### src/rtl/nco_sweep_ctrl.sv
// Frequency-sweep sequencer driving an NCO's frequency word, phase offset and enable.
// Optional triangle (up-and-back) sweep when NCO_SWEEP_TRI_EN is defined (adds cfg_tri).
module nco_sweep_ctrl #(
  parameter int FW = 10,
  parameter int PW = 8,
  parameter int DW = 16
) (
  input  logic          clk,
  input  logic          rst_n,
  input  logic          cfg_valid,
  output logic          cfg_ready,
  input  logic [FW-1:0] cfg_start,
  input  logic [FW-1:0] cfg_stop,
  input  logic [FW-1:0] cfg_step,
  input  logic [DW-1:0] cfg_dwell,
  input  logic [PW-1:0] cfg_phase,
  input  logic          cfg_loop,
`ifdef NCO_SWEEP_TRI_EN
  input  logic          cfg_tri,
`endif
  input  logic          go,
  input  logic          abort,
  output logic [FW-1:0] freq_word,
  output logic [PW-1:0] phase_off,
  output logic          nco_en,
  output logic          busy,
  output logic          done
);

  typedef enum logic [1:0] {S_IDLE, S_RUN, S_DONE} state_t;

  state_t        state, state_nx;
  logic [FW-1:0] freq_nx;
  logic [PW-1:0] phase_nx;
  logic [DW-1:0] cnt, cnt_nx;
  logic [FW-1:0] sh_start, sh_start_nx, sh_stop, sh_stop_nx, sh_step, sh_step_nx;
  logic [DW-1:0] sh_dwell, sh_dwell_nx;
  logic [PW-1:0] sh_phase, sh_phase_nx;
  logic          sh_loop, sh_loop_nx;
  logic          sh_tri, sh_tri_nx;
  logic          leg_back, leg_back_nx;
  logic          accept, fwd_up, tri_eff;
  logic [FW-1:0] target;

  // Move one step from cur toward tgt, clamping at tgt; never wraps.
  function automatic logic [FW-1:0] step_toward(input logic [FW-1:0] cur, input logic [FW-1:0] tgt,
                                                input logic [FW-1:0] stp, input logic up);
    logic [FW:0] sum;
    logic [FW:0] diff;
    sum  = {1'b0, cur} + {1'b0, stp};
    diff = {1'b0, cur} - {1'b0, stp};
    if (stp == '0)
      return tgt;
    else if (up)
      return (sum >= {1'b0, tgt}) ? tgt : sum[FW-1:0];
    else
      return (diff[FW] || diff[FW-1:0] <= tgt) ? tgt : diff[FW-1:0];
  endfunction

  assign accept    = cfg_valid && (state == S_IDLE);
  assign fwd_up    = (sh_start <= sh_stop);
  // A degenerate triangle (start == stop) behaves as a plain single dwell.
  assign tri_eff   = sh_tri && (sh_start != sh_stop);
  assign target    = leg_back ? sh_start : sh_stop;
  assign cfg_ready = (state == S_IDLE);
  assign nco_en    = (state == S_RUN);
  assign busy      = (state == S_RUN);
  assign done      = (state == S_DONE);

  always_comb begin
    state_nx    = state;
    freq_nx     = freq_word;
    phase_nx    = phase_off;
    cnt_nx      = cnt;
    leg_back_nx = leg_back;
    sh_start_nx = sh_start;
    sh_stop_nx  = sh_stop;
    sh_step_nx  = sh_step;
    sh_dwell_nx = sh_dwell;
    sh_phase_nx = sh_phase;
    sh_loop_nx  = sh_loop;
    sh_tri_nx   = sh_tri;
    if (accept) begin
      sh_start_nx = cfg_start;
      sh_stop_nx  = cfg_stop;
      sh_step_nx  = cfg_step;
      sh_dwell_nx = cfg_dwell;
      sh_phase_nx = cfg_phase;
      sh_loop_nx  = cfg_loop;
`ifdef NCO_SWEEP_TRI_EN
      sh_tri_nx   = cfg_tri;
`endif
    end
    case (state)
      S_IDLE: begin
        if (go && !abort) begin
          state_nx    = S_RUN;
          freq_nx     = accept ? cfg_start : sh_start;
          phase_nx    = accept ? cfg_phase : sh_phase;
          cnt_nx      = accept ? cfg_dwell : sh_dwell;
          leg_back_nx = 1'b0;
        end
      end
      S_RUN: begin
        if (abort) begin
          state_nx = S_IDLE;
        end else if (cnt != '0) begin
          cnt_nx = cnt - 1'b1;
        end else if (freq_word == target) begin
          cnt_nx = sh_dwell;
          if (tri_eff && !leg_back) begin
            leg_back_nx = 1'b1;
            freq_nx     = step_toward(freq_word, sh_start, sh_step, !fwd_up);
          end else if (sh_loop && tri_eff) begin
            leg_back_nx = 1'b0;
            freq_nx     = step_toward(freq_word, sh_stop, sh_step, fwd_up);
          end else if (sh_loop) begin
            freq_nx = sh_start;
          end else begin
            state_nx = S_DONE;
          end
        end else begin
          cnt_nx  = sh_dwell;
          freq_nx = step_toward(freq_word, target, sh_step, leg_back ? !fwd_up : fwd_up);
        end
      end
      default: state_nx = S_IDLE;
    endcase
  end

  always_ff @(posedge clk or negedge rst_n) begin
    if (!rst_n) begin
      state     <= S_IDLE;
      freq_word <= '0;
      phase_off <= '0;
      cnt       <= '0;
      leg_back  <= 1'b0;
      sh_start  <= '0;
      sh_stop   <= '0;
      sh_step   <= '0;
      sh_dwell  <= '0;
      sh_phase  <= '0;
      sh_loop   <= 1'b0;
    end else begin
      state     <= state_nx;
      freq_word <= freq_nx;
      phase_off <= phase_nx;
      cnt       <= cnt_nx;
      leg_back  <= leg_back_nx;
      sh_start  <= sh_start_nx;
      sh_stop   <= sh_stop_nx;
      sh_step   <= sh_step_nx;
      sh_dwell  <= sh_dwell_nx;
      sh_phase  <= sh_phase_nx;
      sh_loop   <= sh_loop_nx;
    end
  end

`ifdef NCO_SWEEP_TRI_EN
  always_ff @(posedge clk or negedge rst_n) begin
    if (!rst_n) sh_tri <= 1'b0;
    else        sh_tri <= sh_tri_nx;
  end
`else
  assign sh_tri = 1'b0;
`endif

endmodule

### config.mk
export PLATFORM = sky130hd
export DESIGN_NAME = nco_sweep_ctrl
export DESIGN_NICKNAME = d
export VERILOG_FILES = /design/src/rtl/nco_sweep_ctrl.sv
export SDC_FILE = /design/constraint.sdc
export NUM_CORES = 1
export LEC_CHECK = 0
export CORE_MARGIN = 5
export CORE_UTILIZATION = 60
export CTS_CLUSTER_DIAMETER = 50
export CTS_CLUSTER_SIZE = 28
export DETAILED_ROUTE_END_ITERATION = 12
export PLACE_DENSITY = 0.86
export RECOVER_POWER = 25
export SLEW_MARGIN = 0
export SYNTH_ARGS = -nofsm -noshare
export SYNTH_HDL_FRONTEND = slang
export SYNTH_SLANG_ARGS = --single-unit
### constraint.sdc
create_clock -name clk -period 10.1 [get_ports clk]
set_input_delay 1.01 -clock clk [delete_from_list [all_inputs] [get_ports clk]]
set_output_delay 1.01 -clock clk [all_outputs]
set_load 0.05 [all_outputs]
==> summary.md <==
| Metric | Value |
|---|---|
| Max cap viols | 2 |
| Worst endpoint required time | ~9.9 ns |
| Skew-Pair Late Insertion Delay | 0.38 ns |
| GRT Util Overall | between 20% and 30% |
| Fillers | 729 |
| Dpl ws | approximately 6.0 ns |
| Syn Inst Count | roughly 660 |
| Crit path DAT | ~4.7 ns |
| Via Count | about 5,300 |
| Post-Syn Area per Cell | a little over 9 um^2 |
| CTS-repair resized insts | 0 |
| Die H | between 100 and 150 um |
| Fmax | roughly 200 MHz |
| PD cells | around 220 mW/mm^2 |
| Post-synth EDFFs | 0 |
| Maximum vdd drop | approximately 140 uV |
| Clk buf depth | 2 |
| Post-route cell area | a little over 0.007 mm^2 |
| Seq cells post-synth | 91 |
| Slew HR | -118% |
| Number of clock sinks | 91 |
| Pwr Total | 1.54 mW |
| Initial antenna violation count | 0 |
| WP buf/inv | 2 |
| Final design utilization | 72.4% |
| DP Area | around 0.007 mm^2 |
| Slowest stage delay, CP | about 2.4 ns |
| TritonCTS Buffers | 9 |
| CTS tree | done |
| Global route overflow | 0 |
| Mux cell area share after synthesis | about 7.3% |
| Setup TNS | 0 ns |
| Slew @ Worst Pin | 3.27 ns |
| Startpoint Class | primary input |
| Post-Synth XOR/XNOR Area | 4.74% |
| Hold crit path type | reg2reg |
| CP max stage cell | clkbuf_1 |
| Placed Cells | ~840 |
| Min Hold Slack | approximately 0.50 ns |
| Worst path top cell family by delay | buffers and inverters |
| Critical Path End Type | async pin |
| Most common cell after layout, fill and taps aside | dfrtp_1 |
| Most used cell, CP | clkbuf_1 |
| Failing checks | max-capacitance violations, max-slew violations |
| DRT antenna net count | 0 |
| # rows | 36 |
| Post-Synth Simple-Gate Area | 16.5% |
| CTS Hold Buffers Added | 0 |
| Syn nets | 770 |
| Number of top-level pins | 82 |
| Die area | approximately 0.012 mm^2 |
| Synth Flop Type | dfrtp_1 |
| Worst Skew | approximately 0.016 ns |
| Final worst-path cycle share | about half |
| Initial Util | between 60% and 70% |
| Main combinational cell family by area after synthesis | compound AO/OA/AOI/OAI gates |
| Register area share after synthesis | a little under two fifths |
| Status | finished, violations left |
| Share of cells above drive strength 1 | ~10% |
| DRT Wirelength | roughly 17,000 um |
| Synth Area in Compound Gates | between 10% and 20% |
| Most frequent cells in the layout | 91 x dfrtp_1, 80 x clkdlybuf4s50_1, 74 x nor2_1 |
| Tmin final | a little under 5 ns |
| Depth of the CTS H-tree | 3 |
| Postcts setup bufs | 0 |
| Maximum fanout along the worst path | a little over 60 |
| Vias in the first global route | approximately 5,300 |
| DR iter-0 viols | 432 |
| Endpoints failing hold | 0 |
| Post-detail-place hpwl | roughly 12,000 um |
| Die W | about 110 um |
| First-pass GRT wire length | roughly 27,000 um |
| Placer congestion estimate | between 0.9 and 1 |
| Nets | 836 |
| Drt drc | 0 |
| Via-per-instance ratio | 6.12 |
| CORE AREA | approximately 0.0099 mm^2 |
| Sequence of cells on the critical path | clkbuf_1 -> clkbuf_1 |
| Yosys cell types | 69 |
| Area grow syn2layout | 17.1% |
| FFs w/ async S/R, synth | 100% |
| Max Slew Vio Count | 94 |
| Final Non-Filler Cells | 860 |
| Detailed Routing Iterations Pass 1 | 5 |
| Syn Std Cell Area | 0.00610 mm^2 |
| Yosys warns | 0 |
| Synth Area in Adders | a little under an eighth |
| Average wire per standard cell | 19.2 um |
| P_leak | between 3 and 4 nW |
| Setup violations, final | 0 |
| Unrepaired setup endpoints after global routing | no |
| Root Buffer Master | clkbuf_8 |
| Crit Path Category | in2async |
| Post-route setup slack | approximately 5.2 ns |
| IO Port Bufs | 81 |
| Reg clk slew, reported paths | 0.09 ns |
| ANT cells | 0 |
| Largest net degree at the start of global routing | 75 |
Yosys cell counts, types with 3 or more instances:
cell,number,area share [%]
a211oi_1,7,0.86
nor4_1,4,0.41
xor2_1,11,1.6
inv_1,38,2.3
buf_2,4,0.33
o31a_1,3,0.43
xnor2_1,22,3.2
o221ai_1,3,0.43
a21oi_1,40,3.3
o21a_1,5,0.62
nor2b_1,13,1.3
nand2_1,47,2.9
o211ai_1,8,0.98
a221oi_1,5,0.72
or3_1,4,0.41
a21boi_1,5,0.62
nor2_1,74,4.6
and3_1,4,0.41
a21o_1,3,0.37
dfrtp_1,91,37
nand3_1,15,1.2
or4_1,6,0.74
buf_1,3,0.18
clkbuf_1,20,1.2
o31ai_1,10,1.2
o21ai_0,35,2.9
nor3_1,7,0.57
ha_1,52,11
a31oi_1,19,1.9
mux2_2,38,7.0
nand2b_1,7,0.72
cell families (layout without fill, tap and decap cells):
family,count (synthesis),after routing
AO/OA/AOI/OAI,167,167
buffers and inverters,71,142
flip-flops,91,91
adder cells (fa/ha/maj),54,54
XOR/XNOR,33,33
AND/OR/NAND/NOR,200,200
multiplexers,40,40
cell type report:
class	count	area (um^2)	share of cell area (%)
Timing Repair Buffer	87	846	11.8
Multi-Input combinational cell	494	3530	49.5
Clock inverter	6	46.3	0.648
Clock buffer	10	128	1.79
Sequential cell	91	2280	31.9
Inverter	39	146	2.05
Tap cell	133	166	2.33
layer usage:
| layer | vias to the layer above | global-route usage (%) | routed length, um |
|---|---|---|---|
| li1 | 2478 | - | - |
| met3 | 19 | 7.64 | 1130 |
| met1 | 2565 | 37.2 | 7300 |
| met2 | 200 | 43.8 | 7830 |
| met4 | 0 | 7.39 | 258 |
| met5 | - | 0 | 0 |
worst paths after layout:
check	start	end	slack, ns	depth (start not counted)
max	rst_n	sh_phase[7]	5.21	2
min	sh_phase[6]	sh_phase[6]	0.50	1
min in group asynchronous	rst_n	sh_stop[3]	1.06	1
max reg2reg	freq_word[2]	freq_word[6]	5.88	15
min reg2reg	sh_phase[6]	sh_phase[6]	0.50	1
max in group clk	freq_word[2]	freq_word[6]	5.88	15
report_power, final:
| group | leakage [nW] | total (mW) | internal [mW] | switching [mW] |
|---|---|---|---|---|
| clock | 0.0837 | 0.235 | 0.0918 | 0.143 |
| sequential | 1.07 | 0.495 | 0.427 | 0.0676 |
| combinational | 1.88 | 0.808 | 0.343 | 0.464 |
| total | 3.03 | 1.54 | 0.862 | 0.675 |
registers in the layout, indices dropped and copies added (netlist names):
register	flops
freq_word	10
phase_off	8
sh_phase	8
sh_loop	1
sh_step	10
sh_stop	10
cnt	16
sh_dwell	16
state	2
sh_start	10
Note: power is estimated with default switching activity, not from simulation.
==> RTL change, RTL diff (same settings) <==
Encoding of `state_t`: now one-hot (3 bits for 3 states).
--- a/src/rtl/nco_sweep_ctrl.sv
+++ b/src/rtl/nco_sweep_ctrl.sv
@@ -28,5 +28,5 @@
 );
 
-  typedef enum logic [1:0] {S_IDLE, S_RUN, S_DONE} state_t;
+  typedef enum logic [2:0] {S_IDLE = 3'b001, S_RUN = 3'b010, S_DONE = 3'b100} state_t;
 
   state_t        state, state_nx;
Check against the original RTL: no difference found for any inputs over 4 cycles, from zero or initial values and one cycle with rst_n low; so few cycles prove little.
==> RTL change against the original RTL <==
The flow still finishes with violations (capacitance limit, slew limit); worst setup slack got worse by 58 ps; area after synthesis fell by 0.57%; critical path depth did not move; design area fell by 0.14%; global-route usage fell by 0.94 points; total power rose by 16%; sequential share of layout area rose by 0.41 points; sequential power rose by 9.7%; wire length fell by 0.81%; utilization rose by 0.23 points; maximum frequency fell by 1.2%; sequential cell count rose by 1.
==> RTL change: results (changes against the original RTL) <==
outcome finished with violations; failing checks capacitance limit, slew limit; Synth Net Count 759 (-1.4%); layout cells sized above 1 11.54% (+1.2 points); routability cong. 0.9022 (-8.1%); multiplexer area fraction after synthesis 7.983% (+0.64 points); Multi-input gate area 3478 sq um (-1.6%); inverters 41 (+5.1%); Async SR Flop Fraction 100.0% (unchanged); Signal buffers 86 (-1.1%); fraction of area in registers 32.29% (+0.41 points); Pleak 2.990 nW (-1.4%); vias in the first global route 5309 (-0.52%); Clock Skew 20.47 ps (+4.149 ps); Max-Cap Viols 2 (unchanged); xor/xnor cell area share of the yosys netlist 4.620% (-0.12 points); top cells by area, synth dfrtp_1 (38%), ha_1 (11%), mux2_2 (8.0%); Slew Limit Fails 95 (+1.1%); yosys warns 0 (unchanged); drt total wl 16.38 mm (-0.81%); DR pass1 iterations 6 (+1); Post-DP Area 6948 sq um (-0.43%); fraction of area in multi-input gates 48.75% (-0.72 points); Seq/Total Area, Yosys 37.97% (+0.65 points); vias per cell 6.099 (-0.33%); clock transition at the registers of the reported paths 100 ps; initial drt markers 296 (-31%); FILL cells 757 (+3.8%); total track usage 26.62% (-0.94 points); fin nets 828 (-0.96%); buffer share of cell area 11.75% (-0.089 points); CP max-delay cell clkbuf_1; first-pass GRT wire length 26.72 mm (-2.8%); Netlist cell types 63 (-8.7%); Post-synth top cells dfrtp_1 (91), nand2_1 (75), nor2_1 (55); clk tree area frac 2.718% (+0.28 points); Post-Synth Adder-Cell Area 11.39% (+0.065 points); HPWL Detailed 12.26 mm (-0.76%); CTS Sinks 92 (+1.1%); Clock Buffer Count 9 (-1); largest net degree at the start of global routing 76 (+1.3%); critical path arrival 4690 ps (+30 ps); CP max stage delay 2420 ps (+20 ps); Slew @ Worst Pin 3287 ps (+21.41 ps)
RTL change: path summary, 6_finish.rpt:
path | slack (ps) | to | start | cells past startpoint
hold / removal | 510 | sh_phase[1]$_DFF_PN0_ | sh_phase[1]$_DFF_PN0_ | 1
max in group clk | 5600 | freq_word[1]$_DFFE_PN0P_ | freq_word[1]$_DFFE_PN0P_ | 15
hold reg to reg | 510 | sh_phase[1]$_DFF_PN0_ | sh_phase[1]$_DFF_PN0_ | 1
setup reg to reg | 5600 | freq_word[1]$_DFFE_PN0P_ | freq_word[1]$_DFFE_PN0P_ | 15
setup / recovery | 5160 | state[1]$_DFFE_PN0P_ | rst_n | 2
min in group asynchronous | 1090 | sh_dwell[10]$_DFF_PN0_ | rst_n | 1
RTL change: routing by layer:
metal | vias up | GRT usage, % | routed length [um]
met5 | - | 0 | 0
met1 | 2520 | 32.46 | 6547
met3 | 48 | 4.431 | 827
met4 | 0 | 11.41 | 705
li1 | 2437 | - | -
met2 | 191 | 46.36 | 8303
RTL change: metrics by stage:
stage | util [%] | setup WS (ps) | hold WS (ps) | cells
finish | 72.66 | 5156 | 510.1 | 852
detailed placement | 70.76 | 5652 | 484.8 | 836
global route | 72.66 | 4189 | 529.5 | 852
global placement | 70.76 | 5811 | 476.4 | 836
floorplan | - | 5759 | 469.4 | 645
CTS | 72.73 | 5623 | 508.3 | 852
RTL change: logic make-up (layout without fill, tap and decap cells):
group / count (synthesis) / count (layout)
simple gates: 198 / 198
compound gates: 157 / 157
flops: 92 / 92
buf+inv: 69 / 143
fa+ha+maj: 54 / 54
mux: 43 / 43
xor+xnor: 32 / 32
RTL change: where the power goes:
group          internal (mW)  leakage, nW  switching [mW]
clock network         0.0956       0.0947           0.150
logic                  0.410         1.81           0.588
registers              0.453         1.08          0.0904
